--- src/rtl/logic_unit_seq_pkg.sv ---
// rtl/logic_unit_seq_pkg.sv - shared vector layout, FSM encoding and golden model for the logic-unit self-test
package logic_unit_seq_pkg;

   localparam int VB_AND = 4;
   localparam int VB_OR  = 3;
   localparam int VB_XOR = 2;
   localparam int VB_A   = 1;
   localparam int VB_B   = 0;

   localparam int NVEC = 32;

   typedef enum logic [1:0] {
      ST_IDLE   = 2'd0,
      ST_SETTLE = 2'd1,
      ST_SAMPLE = 2'd2,
      ST_DONE   = 2'd3
   } state_t;

   // Active modes are OR-combined; no mode selected yields 0.
   function automatic logic lu_golden(input logic [4:0] vec);
      return (vec[VB_AND] & vec[VB_A] & vec[VB_B])
           | (vec[VB_OR]  & (vec[VB_A] | vec[VB_B]))
           | (vec[VB_XOR] & (vec[VB_A] ^ vec[VB_B]));
   endfunction

endpackage

--- src/rtl/logic_unit_golden.sv ---
// rtl/logic_unit_golden.sv - combinational reference for the 3-mode logic unit
module logic_unit_golden
   import logic_unit_seq_pkg::*;
(
   input  logic [4:0] vec,
   output logic       g
);

   assign g = lu_golden(vec);

endmodule

--- src/rtl/logic_unit_seq.sv ---
// rtl/logic_unit_seq.sv - walks all 32 vectors into the logic unit and records a per-vector fail map
module logic_unit_seq
   import logic_unit_seq_pkg::*;
#(
   parameter int SETTLE_CYC = 4
)
(
   input  logic        clk,
   input  logic        rst,
   input  logic        start,
   input  logic        abort,
   output logic [4:0]  dut_vec,
   input  logic        dut_e,
   output logic        busy,
   output logic        done,
   output logic        pass,
   output logic [5:0]  fail_cnt,
   output logic        first_fail_vld,
   output logic [4:0]  first_fail_idx,
   output logic [31:0] led
);

   localparam int CW = (SETTLE_CYC > 1) ? $clog2(SETTLE_CYC) : 1;
   localparam logic [CW-1:0] CNT_LAST = CW'(SETTLE_CYC - 1);

   generate
      if (SETTLE_CYC < 1) begin : g_bad_settle
         $error("SETTLE_CYC must be at least 1");
      end
   endgenerate

   state_t        state;
   logic [4:0]    idx;
   logic [CW-1:0] cnt;
   logic          g;
   logic          mismatch;

   logic_unit_golden u_golden (
      .vec (idx),
      .g   (g)
   );

   assign mismatch = (dut_e != g);

   // led holds the inverted fail map directly, so a cleared bit marks a failed vector.
   always_ff @(posedge clk or posedge rst) begin
      if (rst) begin
         state          <= ST_IDLE;
         idx            <= '0;
         cnt            <= '0;
         busy           <= 1'b0;
         done           <= 1'b0;
         pass           <= 1'b0;
         fail_cnt       <= '0;
         first_fail_vld <= 1'b0;
         first_fail_idx <= '0;
         dut_vec        <= '0;
         led            <= '1;
      end else begin
         case (state)
            ST_IDLE, ST_DONE: begin
               if (start && !abort) begin
                  state          <= ST_SETTLE;
                  idx            <= '0;
                  cnt            <= '0;
                  led            <= '1;
                  fail_cnt       <= '0;
                  first_fail_vld <= 1'b0;
                  done           <= 1'b0;
                  pass           <= 1'b0;
                  busy           <= 1'b1;
                  dut_vec        <= '0;
               end
            end
            ST_SETTLE: begin
               if (abort) begin
                  state   <= ST_IDLE;
                  busy    <= 1'b0;
                  dut_vec <= '0;
               end else begin
                  cnt <= cnt + CW'(1);
                  if (cnt == CNT_LAST) begin
                     cnt   <= '0;
                     state <= ST_SAMPLE;
                  end
               end
            end
            ST_SAMPLE: begin
               if (abort) begin
                  state   <= ST_IDLE;
                  busy    <= 1'b0;
                  dut_vec <= '0;
               end else begin
                  if (mismatch) begin
                     led[idx] <= 1'b0;
                     fail_cnt <= fail_cnt + 6'd1;
                     if (!first_fail_vld) begin
                        first_fail_vld <= 1'b1;
                        first_fail_idx <= idx;
                     end
                  end
                  if (idx == 5'(NVEC - 1)) begin
                     state   <= ST_DONE;
                     done    <= 1'b1;
                     busy    <= 1'b0;
                     dut_vec <= '0;
                     pass    <= (fail_cnt == 6'd0) && !mismatch;
                  end else begin
                     idx     <= idx + 5'd1;
                     dut_vec <= idx + 5'd1;
                     cnt     <= '0;
                     state   <= ST_SETTLE;
                  end
               end
            end
            default: state <= ST_IDLE;
         endcase
      end
   end

endmodule

--- config.mk ---
export PLATFORM = sky130hd
export DESIGN_NAME = logic_unit_seq
export DESIGN_NICKNAME = d
export VERILOG_FILES = /design/src/rtl/logic_unit_seq_pkg.sv /design/src/rtl/logic_unit_golden.sv /design/src/rtl/logic_unit_seq.sv
export SDC_FILE = /design/constraint.sdc
export NUM_CORES = 1
export LEC_CHECK = 0
export ABC_AREA = 1
export BUFFER_PORTS_ARGS = -buffer_cell sky130_fd_sc_hd__buf_2
export CAP_MARGIN = 20
export CORE_MARGIN = 5
export CORE_UTILIZATION = 52
export CTS_BUF_LIST = sky130_fd_sc_hd__clkbuf_8
export CTS_CLUSTER_SIZE = 16
export DETAILED_ROUTE_END_ITERATION = 16
export GPL_TIMING_DRIVEN = 0
export PLACE_DENSITY_LB_ADDON = 0.15
export RECOVER_POWER = 25
export SYNTH_ARGS = -nofsm -noshare
export SYNTH_HDL_FRONTEND = slang
export SYNTH_SLANG_ARGS = --single-unit
--- constraint.sdc ---
create_clock -name clk -period 1.7 [get_ports clk]
set_input_delay 0.255 -clock clk [delete_from_list [all_inputs] [get_ports clk]]
set_output_delay 0.255 -clock clk [all_outputs]
set_load 0.005 [all_outputs]
# After elaboration in Yosys (flattened, before gate mapping)
# Cells that the tools add are included.
[word_totals]
word_cells = 105
input_bits = 5
out_inout_bits = 52
ff_bits = 61
[op_classes]
order_cmp = 2
n_mux = 45
n_reduce_logical = 17
bitwise_logic = 12
n_addsub = 3
eq_ne = 15
[op_table]
columns = ["cell", "n"]
rows = [
  ["$mux 32", 3],
  ["$pmux 32 s2", 1],
  ["$and 32x32->32", 1],
  ["$not 32->32", 1],
  ["$mux 5", 6],
  ["$mux 2", 10],
  ["$reduce_and 4->1", 5],
  ["$mux 6", 3],
  ["$pmux 5 s3", 1],
  ["$ne 2x2->1 const B", 7],
  ["$mux 1", 12],
  ["$pmux 2 s3", 2],
  ["$pmux 6 s2", 1],
  ["$pmux 5 s2", 1],
  ["$add 6x1->6 const B", 1],
  ["$eq 2x2->1 const B", 3],
  ["$logic_not 6->1", 1],
  ["$lt 5x6->1 const B", 1],
  ["$ne 3x3->1 const B", 2],
  ["$pmux 1 s2", 3],
  ["$add 5x1->5 const B", 1],
  ["$demux 1 s5", 1],
  ["$eq 5x5->1 const B", 1],
  ["$ge 5x1->1 const B", 1],
  ["15 further kinds", 25],
]

# Logic depth before layout (Yosys ltp)
[depth]
word_depth = 10
depth_mapped = 12
ltp_nobuf = 10

# Modules after synthesis
# From an unflattened synthesis, not the netlist that was laid out.
[unflattened]
hier_cells = 414
area_unflattened_um2 = 3210.6
[by_module_without_submodules]
columns = ["module", "area_each_um2", "cells_each", "n_inst"]
rows = [
  ["logic_unit_seq", 3169.3, 406, 1],
  ["logic_unit_golden", 41.3, 8, 1],
]

# Worst setup path after synthesis
# Ideal clock, no wire load.
[synth_path]
path_kind = "register -> register"
from = "register idx[0]"
to = "register led[11]"
path_slack_ps = 40
setup_time_ps = 76
path_buffers = 2
arrival_ps = 1583
stages_incl_launch_ff = 11
path_cell_list = "dfrtp_1 > inv_1 > ha_1 > nand2_1 > nand4_1 > nand2_2 > nand2_2 > buf_6 > buf_6 > nand2_1 > nand2_1"
[synth_between]
elab_chain_len = 9
elab_cells_between_ends = 20
classes_between = "2 x order compare; 2 x eq/ne; 5 x mux; 9 x bitwise; 2 x reduce/logical"
[synth_rtl]
columns = ["item", "line_no", "source"]
rows = [
  ["start, declared", "logic_unit_seq.sv:33", "logic [4:0] idx;"],
  ["start signal, assigned", "logic_unit_seq.sv:109", "idx <= idx + 5'd1;"],
  ["$lt 5x6->1 (not written as such) / $ge 5x1->1 (equally long branches)", "logic_unit_seq.sv:95", "led[idx] <= 1'b0;"],
  ["$logic_and 1x1->1 (not written as such)", "logic_unit_seq.sv:95", ""],
  ["$mux 1 (not written as such)", "logic_unit_seq.sv:95", ""],
  ["$demux 1 s5", "logic_unit_seq.sv:95", ""],
  ["$not 32->32 (no source line)", "--", ""],
  ["$and 32x32->32 (no source line)", "--", ""],
  ["$mux 32", "logic_unit_seq.sv:94", "if (mismatch) begin"],
  ["$mux 32", "logic_unit_seq.sv:89", "if (abort) begin"],
  ["$pmux 32 s2", "logic_unit_seq.sv:60", "case (state)"],
  ["end signal, assigned", "logic_unit_seq.sv:58", "led <= '1;"],
  ["end signal, assigned", "logic_unit_seq.sv:66", "led <= '1;"],
  ["end signal, assigned by index", "logic_unit_seq.sv:95", ""],
  ["end, declared", "logic_unit_seq.sv:20", "output logic [31:0] led"],
]
# Parallel ways exist; a longest one is shown, timed or not. The select of a mux whose other input is x is not followed.
# A chain may end at the register's enable or synchronous reset.

# Worst setup path in the final report
# Ends and elaborated chain as after synthesis.

==> impl_metrics.toml <==
[outcome]
status = "finished with violations"
violations = "setup timing"

[place]
finalWeightedCongestion = 0.850
place_area_sq_mm = 0.00370
dp_cells = 553
port_buffers = 56
hpwl_mm = 6.08

[timing]
rsz0062_at_grt = "yes"
clock_skew_ns = 0.0108
worst_slew_pin_slew_ns = 1.00
fin_crit_sh = 1.04
finalMaxSlewViolations = 0
setup_viol = 14
hold_slack_ns = 0.294
fmax_mhz = 566
finalCriticalPeriod_ns = 1.77
hold_viol = 0
fin_ws_ns = -0.0657
relSlewSlack = 0.328

[logic_synthesis]
synth_fp_nets = 435
yosys_warnings = 0
synth_cells = 419
mappedNetlistArea_sq_mm = 0.00330
synth_seq_area_share = 0.475
netlist.area_leader.share = 0.255
yosysUniqueCellTypes = 29
ys_ff_latch = 61
syn_area_per_cell_sq_um = 7.87
synthFlopType = "dfstp_2"
synth_common_cells = "nand2_1 (124), nand3_1 (80), o21ai_0 (50)"
synth_edf_count = 0
synthArstFlopShare = 1.00
synth_top_cells_by_area = "dfstp_2 (25%), dfrtp_1 (22%), nand2_1 (14%)"
yosysMostFrequentCell = "nand2_1"
synth_area_leader_cell = "dfstp_2"

[route]
via_count = 3445
drc_errors = 0
ant_nets = 0
first_pass_iters = 5
wirelength_mm = 10.1
drt_iter0_drc = 380
wl_per_cell_microns = 16.7
via_per_inst = 5.73

[setup_path]
arrival_ns = 2.06
path_cells = "inv_2 -> ha_4 -> inv_6 -> nand2_1 -> nand4_1 -> buf_6 -> nand2_4 -> nand2_4 -> buf_6 -> clkbuf_16 -> nand2_4 -> nand2_2"
required_ns = 2.00
worstPathMaxFanout = 9
critPathKind = "flop to flop"
max_stage_delay_ns = 0.42
slowest_stage = "dfrtp_1"
critPathCaptureType = "flop"
crit_path_start_kind = "flop"
cp_common_cell = "nand2_4"

[clock_tree]
cts_tree = "yes"
numCtsBuffers = 9
cts_buffer_depth = 2
cts_sinks = 61
root_buffer = "clkbuf_8"
clock_latency_ns = 0.36
htreeDepth = 3
path_clk_slew_ns = 0.08

[pwr]
combPwrFrac = 0.529
switching_share = 0.415
ir_worst_vdd_uv = 1030
power_frac_clock = 0.164
leakagePower_nw = 2.12
pwr-share-seq = 0.307
finalPower_mw = 8.59
p_sw_mw = 3.57
power_density_mw_per_mm2 = 1930
p_int_mw = 5.02

[final_layout]
n_antenna_cell = 0
finalInstanceArea_sq_mm = 0.00445
instances_no_fill = 601
postLayoutCoreUtil = 0.708
nets = 535
area_growth_pct = 34.7
drive_gt1_frac = 0.380

[global_routing]
first_global_vias = 3058
grt_max_degree = 41
grt_use_total = 0.242
grt_pass1_wl_mm = 14.9
antenna_found_initial = 0
gr-total-overflow = 0

[floorplanning]
start_util = 0.526
die_area_sq_mm = 0.00804
io_pins = 57
coreArea_sq_mm = 0.00628
dieHeight_microns = 89.7
core.rowCount = 29
die_w_microns = 89.7

[flow_run]
max_cap_violations = 0

[hold_path]
hp-class = "primary input to flop"
timing repair:
item | in CTS | in global routing
hold buffers | 1 | 0
setup endpoints to repair | 52 | 57
gates resized for setup | 34 | 62
pin swaps | 10 | 19
cloned | 1 | 4
setup buffers | 13 | 14
endpoints found under the hold margin | 21 | 0
worst max-delay path, delay by kind of cell, from the launching register on:
family                     cells  cell delay (ns)
buffers and inverters          5             0.62
adders and majority gates      1             0.15
DFF                            1             0.42
and+or+nand+nor                6             0.49
kinds of logic (layout without fill, tap and decap cells):
group           after synthesis  after routing  share of synthesized area
xor+xnor                      4              4                     0.0106
simple gates                231            232                      0.306
buf+inv                      48            151                     0.0660
fa+ha+maj                    11             11                     0.0417
compound gates               64             65                      0.101
flops                        61             61                      0.475
power by group through the flow:
stage	Sequential, mW	Clock (mW)	Combinational, mW
floorplan	2.58	0	2.38
global placement	2.60	0	3.35
detailed placement	2.62	0	3.45
CTS	2.59	1.41	3.94
global route	2.70	1.48	5.03
finish	2.64	1.41	4.54
registers in the layout, indices dropped and copies added (netlist names):
register / cells
state: 2
dut_vec: 5
led: 32
idx: 5
fail_cnt: 6
first_fail_idx: 5
busy: 1
cnt: 2
pass: 1
first_fail_vld: 1
done: 1
through the flow:
stage / setup WS [ns] / setup TNS [ns]
detailed placement: -0.336 / -12.93
global placement: -0.329 / -13.19
global route: -0.119 / -2.30
floorplan: 0.0404 / 0
finish: -0.0657 / -0.422
CTS: 0.00420 / 0
cell type report:
cell class | instances | area [sq um]
tap | 77 | 96.3
sequential | 61 | 1570
fill | 484 | 1830
timing repair buffer | 88 | 551
buffer | 20 | 163
inverter | 27 | 111
clock inverter | 7 | 82.6
multi-input combinational | 312 | 1750
clock buffer | 9 | 124
routing by layer:
| metal | vias up | track usage | wire length, microns | part of all wire |
|---|---|---|---|---|
| li1 | 1591 | - | - | - |
| met1 | 1625 | 0.322 | 4070 | 0.40 |
| met2 | 185 | 0.392 | 4830 | 0.48 |
| met3 | 44 | 0.0474 | 816 | 0.081 |
| met4 | 0 | 0.0907 | 341 | 0.034 |
| met5 | - | 0 | 0 | 0 |
worst paths after layout:
check | start | end | slack, ns | cells past startpoint
max in group asynchronous | rst | led[19]$_DFFE_PP1P_ | 0.22 | 4
max | idx[0]$_DFFE_PP0P_ | led[11]$_DFFE_PP1P_ | -0.07 | 12
min in group asynchronous | rst | done$_DFFE_PP0P_ | 0.62 | 3
min | abort | done$_DFFE_PP0P_ | 0.29 | 4
min reg2reg | led[19]$_DFFE_PP1P_ | led[19]$_DFFE_PP1P_ | 0.47 | 2
max reg2reg | idx[0]$_DFFE_PP0P_ | led[11]$_DFFE_PP1P_ | -0.07 | 12
placed cells by master (no fill, tap or decap), drive strengths merged, types with 2 or more instances in the layout:
cell,instances
a21oi,3
buf,91
bufinv,2
clkbuf,25
clkinv,4
dfrtp,29
dfstp,32
ha,11
inv,27
nand2,129
nand3,82
nand4,4
nor2,16
o21ai,58
xor2,3
No activity file was read; power rests on OpenSTA's default activity.
